**src/rtl/chain_pipeline_pkg.sv**
```systemverilog
// chain_pipeline_pkg: shared operation encoding and the per-stage operator.
// The operator works on OP_MAX_W-bit operands; callers zero-extend their
// WIDTH-bit data and keep the low WIDTH bits of the result. The carry out of
// ADD therefore falls away, which gives modulo 2^WIDTH arithmetic.
package chain_pipeline_pkg;

  localparam int unsigned OP_MAX_W = 64;

  typedef enum logic [1:0] {
    OP_XOR = 2'd0,
    OP_AND = 2'd1,
    OP_OR  = 2'd2,
    OP_ADD = 2'd3
  } op_e;

  function automatic logic [OP_MAX_W-1:0] op_apply(input op_e                 sel,
                                                   input logic [OP_MAX_W-1:0] a,
                                                   input logic [OP_MAX_W-1:0] b);
    logic [OP_MAX_W-1:0] r;
    case (sel)
      OP_XOR:  r = a ^ b;
      OP_AND:  r = a & b;
      OP_OR:   r = a | b;
      OP_ADD:  r = a + b;
      default: r = a ^ b;
    endcase
    return r;
  endfunction

endpackage

```
**src/rtl/chain_pipeline_if.sv**
```systemverilog
// chain_pipeline_if: input/output handshake buses, feedthrough and beat count.
// master = traffic source/sink side, slave = the chain_pipeline block.
interface chain_pipeline_if #(
  parameter int unsigned WIDTH = 1,
  parameter int unsigned CNT_W = 8
);
  logic [WIDTH-1:0] in0;
  logic [WIDTH-1:0] in1;
  logic [1:0]       mode;
  logic             in_valid;
  logic             in_ready;
  logic [WIDTH-1:0] out;
  logic             out_valid;
  logic             out_ready;
  logic             in_ft;
  logic             out_ft;
  logic [CNT_W-1:0] out_count;

  modport master (
    output in0, in1, mode, in_valid, out_ready, in_ft,
    input  in_ready, out, out_valid, out_ft, out_count
  );

  modport slave (
    input  in0, in1, mode, in_valid, out_ready, in_ft,
    output in_ready, out, out_valid, out_ft, out_count
  );

endinterface

```
**src/rtl/chain_stage.sv**
```systemverilog
// chain_stage: one registered stage of the chain. Holds a valid bit, the
// stage result op(up_data, in1) and the beat's in1/mode for the next stage.
// All four operators are commutative, so op(in0,in1) at stage 0 and
// op(in1,x) further down are the same hardware.
module chain_stage
  import chain_pipeline_pkg::*;
#(
  parameter int unsigned WIDTH = 1
) (
  input  logic             clk,
  input  logic             rst_n,
  input  logic             up_valid_i,
  input  logic [WIDTH-1:0] up_data_i,
  input  logic [WIDTH-1:0] up_in1_i,
  input  op_e              up_mode_i,
  output logic             ready_o,
  input  logic             down_ready_i,
  output logic             valid_o,
  output logic [WIDTH-1:0] data_o,
  output logic [WIDTH-1:0] in1_o,
  output op_e              mode_o
);

  logic             valid_q, valid_d;
  logic [WIDTH-1:0] data_q,  data_d;
  logic [WIDTH-1:0] in1_q,   in1_d;
  op_e              mode_q,  mode_d;

  logic                advance;
  logic [OP_MAX_W-1:0] a_ext;
  logic [OP_MAX_W-1:0] b_ext;
  logic [OP_MAX_W-1:0] op_full;
  logic [WIDTH-1:0]    op_res;
  logic                op_carry_unused;

  // stage moves when empty or when the stage below takes its beat this cycle
  assign advance = !valid_q || down_ready_i;
  assign ready_o = advance;

  // zero-extend operands to the operator width
  always_comb begin
    a_ext = '0;
    b_ext = '0;
    a_ext[WIDTH-1:0] = up_data_i;
    b_ext[WIDTH-1:0] = up_in1_i;
  end

  assign op_full         = op_apply(up_mode_i, a_ext, b_ext);
  assign op_res          = op_full[WIDTH-1:0];
  assign op_carry_unused = ^op_full;

  // next state: load a new beat (or a bubble) on advance, otherwise hold
  always_comb begin
    valid_d = valid_q;
    data_d  = data_q;
    in1_d   = in1_q;
    mode_d  = mode_q;
    if (advance) begin
      valid_d = up_valid_i;
      if (up_valid_i) begin
        data_d = op_res;
        in1_d  = up_in1_i;
        mode_d = up_mode_i;
      end
    end
  end

  // stage registers, cleared asynchronously
  always_ff @(posedge clk or negedge rst_n) begin
    if (!rst_n) begin
      valid_q <= 1'b0;
      data_q  <= '0;
      in1_q   <= '0;
      mode_q  <= OP_XOR;
    end else begin
      valid_q <= valid_d;
      data_q  <= data_d;
      in1_q   <= in1_d;
      mode_q  <= mode_d;
    end
  end

  assign valid_o = valid_q;
  assign data_o  = data_q;
  assign in1_o   = in1_q;
  assign mode_o  = mode_q;

endmodule

```
**src/rtl/chain_pipeline.sv**
```systemverilog
// chain_pipeline: DEPTH chained operator stages with valid/ready flow control,
// an output beat counter and a feedthrough bit.
// Build option CHAIN_PIPELINE_FT_REG_EN: when defined, out_ft is in_ft delayed
// by FT_DEPTH reset-to-0 flops; when undefined, out_ft is a direct wire.
// WIDTH is limited to chain_pipeline_pkg::OP_MAX_W bits.
module chain_pipeline
  import chain_pipeline_pkg::*;
#(
  parameter int unsigned WIDTH    = 1,
  parameter int unsigned DEPTH    = 4,
  parameter int unsigned FT_DEPTH = 2,
  parameter int unsigned CNT_W    = 8
) (
  input  logic          clk,
  input  logic          rst_n,
  chain_pipeline_if.slave bus
);

  // index k is the input of stage k; index DEPTH is the pipeline output
  logic             v_w   [DEPTH+1];
  logic [WIDTH-1:0] d_w   [DEPTH+1];
  logic [WIDTH-1:0] s_w   [DEPTH+1];
  op_e              m_w   [DEPTH+1];
  logic             rdy_w [DEPTH+1];
  logic             sideband_unused;

  logic [CNT_W-1:0] out_count_q, out_count_d;

  assign v_w[0]       = bus.in_valid;
  assign d_w[0]       = bus.in0;
  assign s_w[0]       = bus.in1;
  assign m_w[0]       = op_e'(bus.mode);
  assign rdy_w[DEPTH] = bus.out_ready;

  for (genvar k = 0; k < DEPTH; k++) begin : g_stage
    chain_stage #(
      .WIDTH (WIDTH)
    ) u_stage (
      .clk          (clk),
      .rst_n        (rst_n),
      .up_valid_i   (v_w[k]),
      .up_data_i    (d_w[k]),
      .up_in1_i     (s_w[k]),
      .up_mode_i    (m_w[k]),
      .ready_o      (rdy_w[k]),
      .down_ready_i (rdy_w[k+1]),
      .valid_o      (v_w[k+1]),
      .data_o       (d_w[k+1]),
      .in1_o        (s_w[k+1]),
      .mode_o       (m_w[k+1])
    );
  end

  // the last stage's carried in1/mode have no consumer
  assign sideband_unused = ^{s_w[DEPTH], m_w[DEPTH]};

  assign bus.in_ready  = rdy_w[0];
  assign bus.out_valid = v_w[DEPTH];
  assign bus.out       = d_w[DEPTH];

  // count accepted output beats, wrapping naturally at 2^CNT_W
  always_comb begin
    out_count_d = out_count_q;
    if (bus.out_valid && bus.out_ready) begin
      out_count_d = out_count_q + 1'b1;
    end
  end

  // output beat counter register
  always_ff @(posedge clk or negedge rst_n) begin
    if (!rst_n) begin
      out_count_q <= '0;
    end else begin
      out_count_q <= out_count_d;
    end
  end

  assign bus.out_count = out_count_q;

`ifdef CHAIN_PIPELINE_FT_REG_EN
  logic [FT_DEPTH-1:0] ft_q, ft_d;

  // shift in_ft along the free-running delay line
  always_comb begin
    ft_d    = '0;
    ft_d[0] = bus.in_ft;
    for (int unsigned i = 1; i < FT_DEPTH; i++) begin
      ft_d[i] = ft_q[i-1];
    end
  end

  // feedthrough delay flops
  always_ff @(posedge clk or negedge rst_n) begin
    if (!rst_n) begin
      ft_q <= '0;
    end else begin
      ft_q <= ft_d;
    end
  end

  assign bus.out_ft = ft_q[FT_DEPTH-1];
`else
  localparam int unsigned FT_DEPTH_UNUSED = FT_DEPTH;
  assign bus.out_ft = bus.in_ft;
`endif

endmodule

```
**src/flat_wrapper.sv**
```systemverilog
// flat-port wrapper written by rule: the top's interface ports become plain ports
module chain_pipeline_flat import chain_pipeline_pkg::*;
#(
  parameter int unsigned WIDTH    = 1,
  parameter int unsigned DEPTH    = 4,
  parameter int unsigned FT_DEPTH = 2,
  parameter int unsigned CNT_W    = 8
)
  (clk, rst_n, bus_in0, bus_in1, bus_mode, bus_in_valid, bus_out_ready, bus_in_ft, bus_in_ready, bus_out, bus_out_valid, bus_out_ft, bus_out_count);
  chain_pipeline_if #(.WIDTH(WIDTH), .CNT_W(CNT_W)) bus_i ();
  input  logic clk;
  input  logic rst_n;
  input wire logic [$bits(bus_i.in0)-1:0] bus_in0;
  input wire logic [$bits(bus_i.in1)-1:0] bus_in1;
  input wire logic [$bits(bus_i.mode)-1:0] bus_mode;
  input wire logic [$bits(bus_i.in_valid)-1:0] bus_in_valid;
  input wire logic [$bits(bus_i.out_ready)-1:0] bus_out_ready;
  input wire logic [$bits(bus_i.in_ft)-1:0] bus_in_ft;
  output wire logic [$bits(bus_i.in_ready)-1:0] bus_in_ready;
  output wire logic [$bits(bus_i.out)-1:0] bus_out;
  output wire logic [$bits(bus_i.out_valid)-1:0] bus_out_valid;
  output wire logic [$bits(bus_i.out_ft)-1:0] bus_out_ft;
  output wire logic [$bits(bus_i.out_count)-1:0] bus_out_count;
  assign bus_i.in0 = bus_in0;
  assign bus_i.in1 = bus_in1;
  assign bus_i.mode = bus_mode;
  assign bus_i.in_valid = bus_in_valid;
  assign bus_i.out_ready = bus_out_ready;
  assign bus_i.in_ft = bus_in_ft;
  assign bus_in_ready = bus_i.in_ready;
  assign bus_out = bus_i.out;
  assign bus_out_valid = bus_i.out_valid;
  assign bus_out_ft = bus_i.out_ft;
  assign bus_out_count = bus_i.out_count;
  chain_pipeline #(.WIDTH(WIDTH), .DEPTH(DEPTH), .FT_DEPTH(FT_DEPTH), .CNT_W(CNT_W)) u_core (.clk(clk), .rst_n(rst_n), .bus(bus_i));
endmodule
```
**config.mk**
```make
export PLATFORM = sky130hd
export DESIGN_NAME = chain_pipeline_flat
export DESIGN_NICKNAME = d
export VERILOG_FILES = /design/src/rtl/chain_pipeline_pkg.sv /design/src/rtl/chain_pipeline_if.sv /design/src/rtl/chain_stage.sv /design/src/rtl/chain_pipeline.sv /design/src/flat_wrapper.sv
export SDC_FILE = /design/constraint.sdc
export NUM_CORES = 1
export LEC_CHECK = 0
export ABC_CLOCK_PERIOD_IN_PS = 1800
export CAP_MARGIN = 20
export CORE_ASPECT_RATIO = 1.2
export CORE_MARGIN = 3
export CORE_UTILIZATION = 40
export CTS_BUF_LIST = sky130_fd_sc_hd__clkbuf_8
export DETAILED_ROUTE_END_ITERATION = 12
export PLACE_DENSITY = 0.59
export SETUP_SLACK_MARGIN = 0.15
export SYNTH_ARGS = -nofsm -noshare
export SYNTH_HDL_FRONTEND = slang
export SYNTH_SLANG_ARGS = --single-unit
```
**constraint.sdc**
```tcl
create_clock -name clk -period 1.8 [get_ports clk]
set_input_delay 0.54 -clock clk [delete_from_list [all_inputs] [get_ports clk]]
set_output_delay 0.54 -clock clk [all_outputs]
set_load 0.02 [all_outputs]
```
# [After elaboration in Yosys (flattened, before gate mapping)]
# Index checks and enable logic that the tools add are counted.
[word_totals] ff_bits=25 latch_bits=0 ramBits=0 romBits=0 input_bits=9 out_inout_bits=12 word_cells=65 n_memories=0
[op_classes] addsub=5 multipliers=0 div=0 magnitude_cmp=0 n_eq_ne=12 n_shift=0 n_mux=4 n_bitwise=12 reduce_logical=17
[ops] op="2-bit == test (second input constant)" n=8
[ops] op="1-bit one-hot mux with 4 select lines" n=4
[ops] op="8-bit by 1-bit adder with 8-bit output (second input constant)" n=1
[ops] op="2-bit by 1-bit == test with 1-bit output (second input constant)" n=4
[ops] op="2-bit zero test" n=4
[ops] op="2-bit AND reduction" n=4
[ops] op="1-bit adder" n=4
[ops] op="1-bit AND" n=4
[ops] op="1-bit zero test" n=4
[ops] op="1-bit logical OR" n=4
[ops] op="1-bit bitwise OR" n=4
[ops] op="1-bit XOR" n=4
[ops] op="1-bit logical AND" n=1

# [Logic depth before layout (Yosys ltp)]
[logic_depth] word_depth=6 depth_mapped=6 mapped_depth_nobuf=6

# [Modules after synthesis]
# A second synthesis with hierarchy kept.
[unflattened] cells_unflattened=117 area_unflattened_um2=1451.4
[by_module_without_submodules] module="chain_stage" instances=4 cells_per_inst=22 area_each_um2=271.5 seq_area_each_um2=125.1
[by_module_without_submodules] module="chain_pipeline" instances=1 cells_per_inst=29 area_each_um2=365.4 seq_area_each_um2=200.2

# [Worst setup path before layout]
# OpenSTA, ideal clock, no wires.
[synth_timing] path_type="input-to-output" start="input bus_out_ready" end="output bus_in_ready" arrival_ns=1.109 t_required_ns=1.260 path_slack_ns=0.151 path_stages=2 cell_sequence="nand4b_2 > or2_1"
[synth_between] elab_chain_cells=4
[synth_rtl] element="from (decl)" line_no="flat_wrapper.sv:17" rtl="input wire logic [$bits(bus_i.out_ready)-1:0] bus_out_ready;"
[synth_rtl] element="1-bit logical OR (4 in a row)" line_no="chain_stage.sv:37" rtl="assign advance = !valid_q || down_ready_i;"
[synth_rtl] element="to (decl)" line_no="flat_wrapper.sv:19" rtl="output wire logic [$bits(bus_i.in_ready)-1:0] bus_in_ready;"
# No other way between the ends.

# [Worst setup path in the final report]
# Same ends and word-level chain as after synthesis.

==> qor.txt <==
Status: finished, final reports clean
Min-delay src: u_core.bus.out_count[7]
Yosys reg bits: 25
Asr flop ratio synth: 1.00
DR iter-0 viols: 15
Crit Path Max Fanout: 4
Setup Viol. Count Final: 0
Cell Rows: 21
Worst reg2reg path depth: 5
Die H: 66.7 um
Leakage: 0.790 nW
Worst clock skew: 6.59 ps
Clk Latency, worst-skew pair: 270 ps
Slew HR: 0.787
Antenna violations before repair: 0
Drt via density: 4.77
Clock Root Buffer: clkbuf_8
CP Launch Type: input pin
Sequential area share after synthesis: 0.510
Inserted Clock Buffers: 3
Synth-to-layout area growth: 32.3%
Worst Setup SP: bus_out_ready
Clk sinks: 25
Power Density: 1200 nW/um2
H-tree levels: 1
Worst reg2reg path endpoint: u_core.g_stage[2].u_stage.data_o
Reg-to-reg slack, setup: 400 ps
Post-layout util: 0.567
Vias: 859
Input/output buffers: 18
Area of the multi-input gates: 576 um2
RSZ-0062 raised after global routing: yes
Max cap viols: 0
CTS tree: done
Final period util: 0.953
Worst Hold Class: register to register
I/O pin cnt: 21
Top-count cell post-synth: dfrtp_1
Syn Area/Cell: 11.4 um2
Total track usage: 0.130
Final Wtd Congestion: 0.665
Maximum clock rate: 0.583 GHz
Synth Warn #: 0
Die area: 3770 um2
Final Hold Viols: 0
Core area: 2860 um2
CP Class: input pin to primary output
R2r startpoint: u_core.g_stage[1].u_stage.data_o
Post-placement worst setup slack: -747 ps
Cell count after synthesis: 108
WHS Endpoint: u_core.bus.out_count[7]
WL per Instance: 11.5 um
Drt drc: 0
Global route overflow: 0
Routed Antenna Nets: 0
Number of enable flip-flop cells after synthesis: 0
Post-Synthesis Cell Area: 1230 um2
Hpwl dp: 1.61 mm
Finished layout cell area: 1620 um2
Crit path capture type: primary output
VDD IR-drop max: 0.554 mV
Worst hold path depth: 1
Placed Cells incl. Taps: 175
Fillers: 266
Critical Path AT: 1170 ps
Final cell count without fillers: 180
CP required: 1260 ps
Setup WS post-layout: 85.1 ps
Area contributors post-synth: dfrtp_1 51%, ha_1 9.2%, mux2_1 5.5%
Yosys top cell area share: 0.510
Chip Width: 56.5 um
Max Slew Vio Count: 0
Worst-margin pin slew: 319 ps
Syn Nets: 126
DRT Wirelength: 2.08 mm
Layout cells sized above 1: 0.233
Reg clk slew, reported paths: 90 ps
Primary FF master, synth: dfrtp_1
CTS Hold Bufs: 0
Sum Neg Setup Slack: 0 ps
Largest area contributor in the netlist: dfrtp_1
Commonest cells in the netlist: 25 x dfrtp_1, 10 x inv_1, 9 x ha_1, 9 x nand2_1
Vias in the first global route: 921
Starting density of the core: 0.428
First-pass GRT wire length: 3.83 mm
Largest net degree at the start of global routing: 26
Yosys cell types: 25
Dpl cell area: 1560 um2
Clock Path Buffers: 2
1st-pass router iterations: 4
Nets: 165
Ant. Diodes: 0
Final worst path period need: 1710 ps
Reg area: 626 um2
## area by class of cell
type	instances	share of cell area
sequential	25	0.386
timing repair buffer	35	0.180
tap	34	0.0262
clock buffer	3	0.0254
clock inverter	1	0.00463
inverter	10	0.0231
multi-input combinational	72	0.355
## stage by stage
stage	hold WS [ps]	power, mW
finish	478	1.95
global placement	457	1.66
floorplan	244	1.34
CTS	491	1.98
detailed placement	479	1.69
global route	518	2.12
## cells by family (layout without fill, tap and decap cells)
group                      after synthesis  count (layout)  share of synthesized area
and+or+nand+nor                         26              26                      0.107
DFF                                     25              25                      0.510
AOI/OAI and AO/OA                       19              19                      0.103
muxes                                   11              11                      0.101
buffers and inverters                   11              49                     0.0367
adders and majority gates                9               9                     0.0918
xor gates and xnor gates                 7               7                     0.0500
## worst max path at each step
stage | to | slack [ps] | cells after the start
floorplan | bus_in_ready | 150 | 2
finish | bus_in_ready | 90 | 4
CTS | bus_in_ready | 60 | 4
global route | bus_in_ready | 30 | 3
global placement | bus_in_ready | -730 | 4
detailed placement | bus_in_ready | -750 | 4
## power breakdown
part           internal, mW  switching, mW
Combinational         0.368          0.353
Clock                 0.157          0.178
Sequential            0.733          0.165
Total                  1.26          0.696
## metal layers
metal	global-route usage	share of wire
met1	0.143	0.45
met2	0.234	0.50
met3	0.0291	0.039
met4	0.0593	0.0087
met5	0	0
## layout by cell type (no fill, tap or decap), types with 2 or more instances in the layout
cell / n
a211oi_1: 4
ha_1: 9
inv_1: 10
buf_6: 2
clkbuf_8: 3
mux2_1: 6
mux2_2: 4
nor2_1: 6
dfrtp_1: 25
o21ai_0: 4
clkdlybuf4s50_1: 4
nand2b_1: 2
buf_4: 17
dlygate4sd2_1: 10
xnor2_1: 3
nor2b_1: 2
nand3_1: 2
nand4_1: 2
xor2_1: 4
a21oi_1: 4
nand2_1: 9
o21ai_1: 2
## sequential cells by signal, summed over array words and instances (netlist names)
| register | flops |
|---|---|
| u_core.g_stage.u_stage.valid_o | 4 |
| u_core.g_stage.u_stage.mode_o | 6 |
| u_core.bus.out_count | 8 |
| u_core.g_stage.u_stage.data_o | 4 |
| u_core.g_stage.u_stage.in1_o | 3 |
## critical path: stages
cell,delay [ps]
buf_6,100
nand4b_4,160
or2_4,250
buf_6,130
## repair_timing
action                                  CTS  global route
gates resized for setup                  28             3
setup buffers                             0             1
cloned                                    0             0
endpoints found under the setup margin   16             3
pin swaps                                 3             1
No activity file was read; power rests on OpenSTA's default activity.
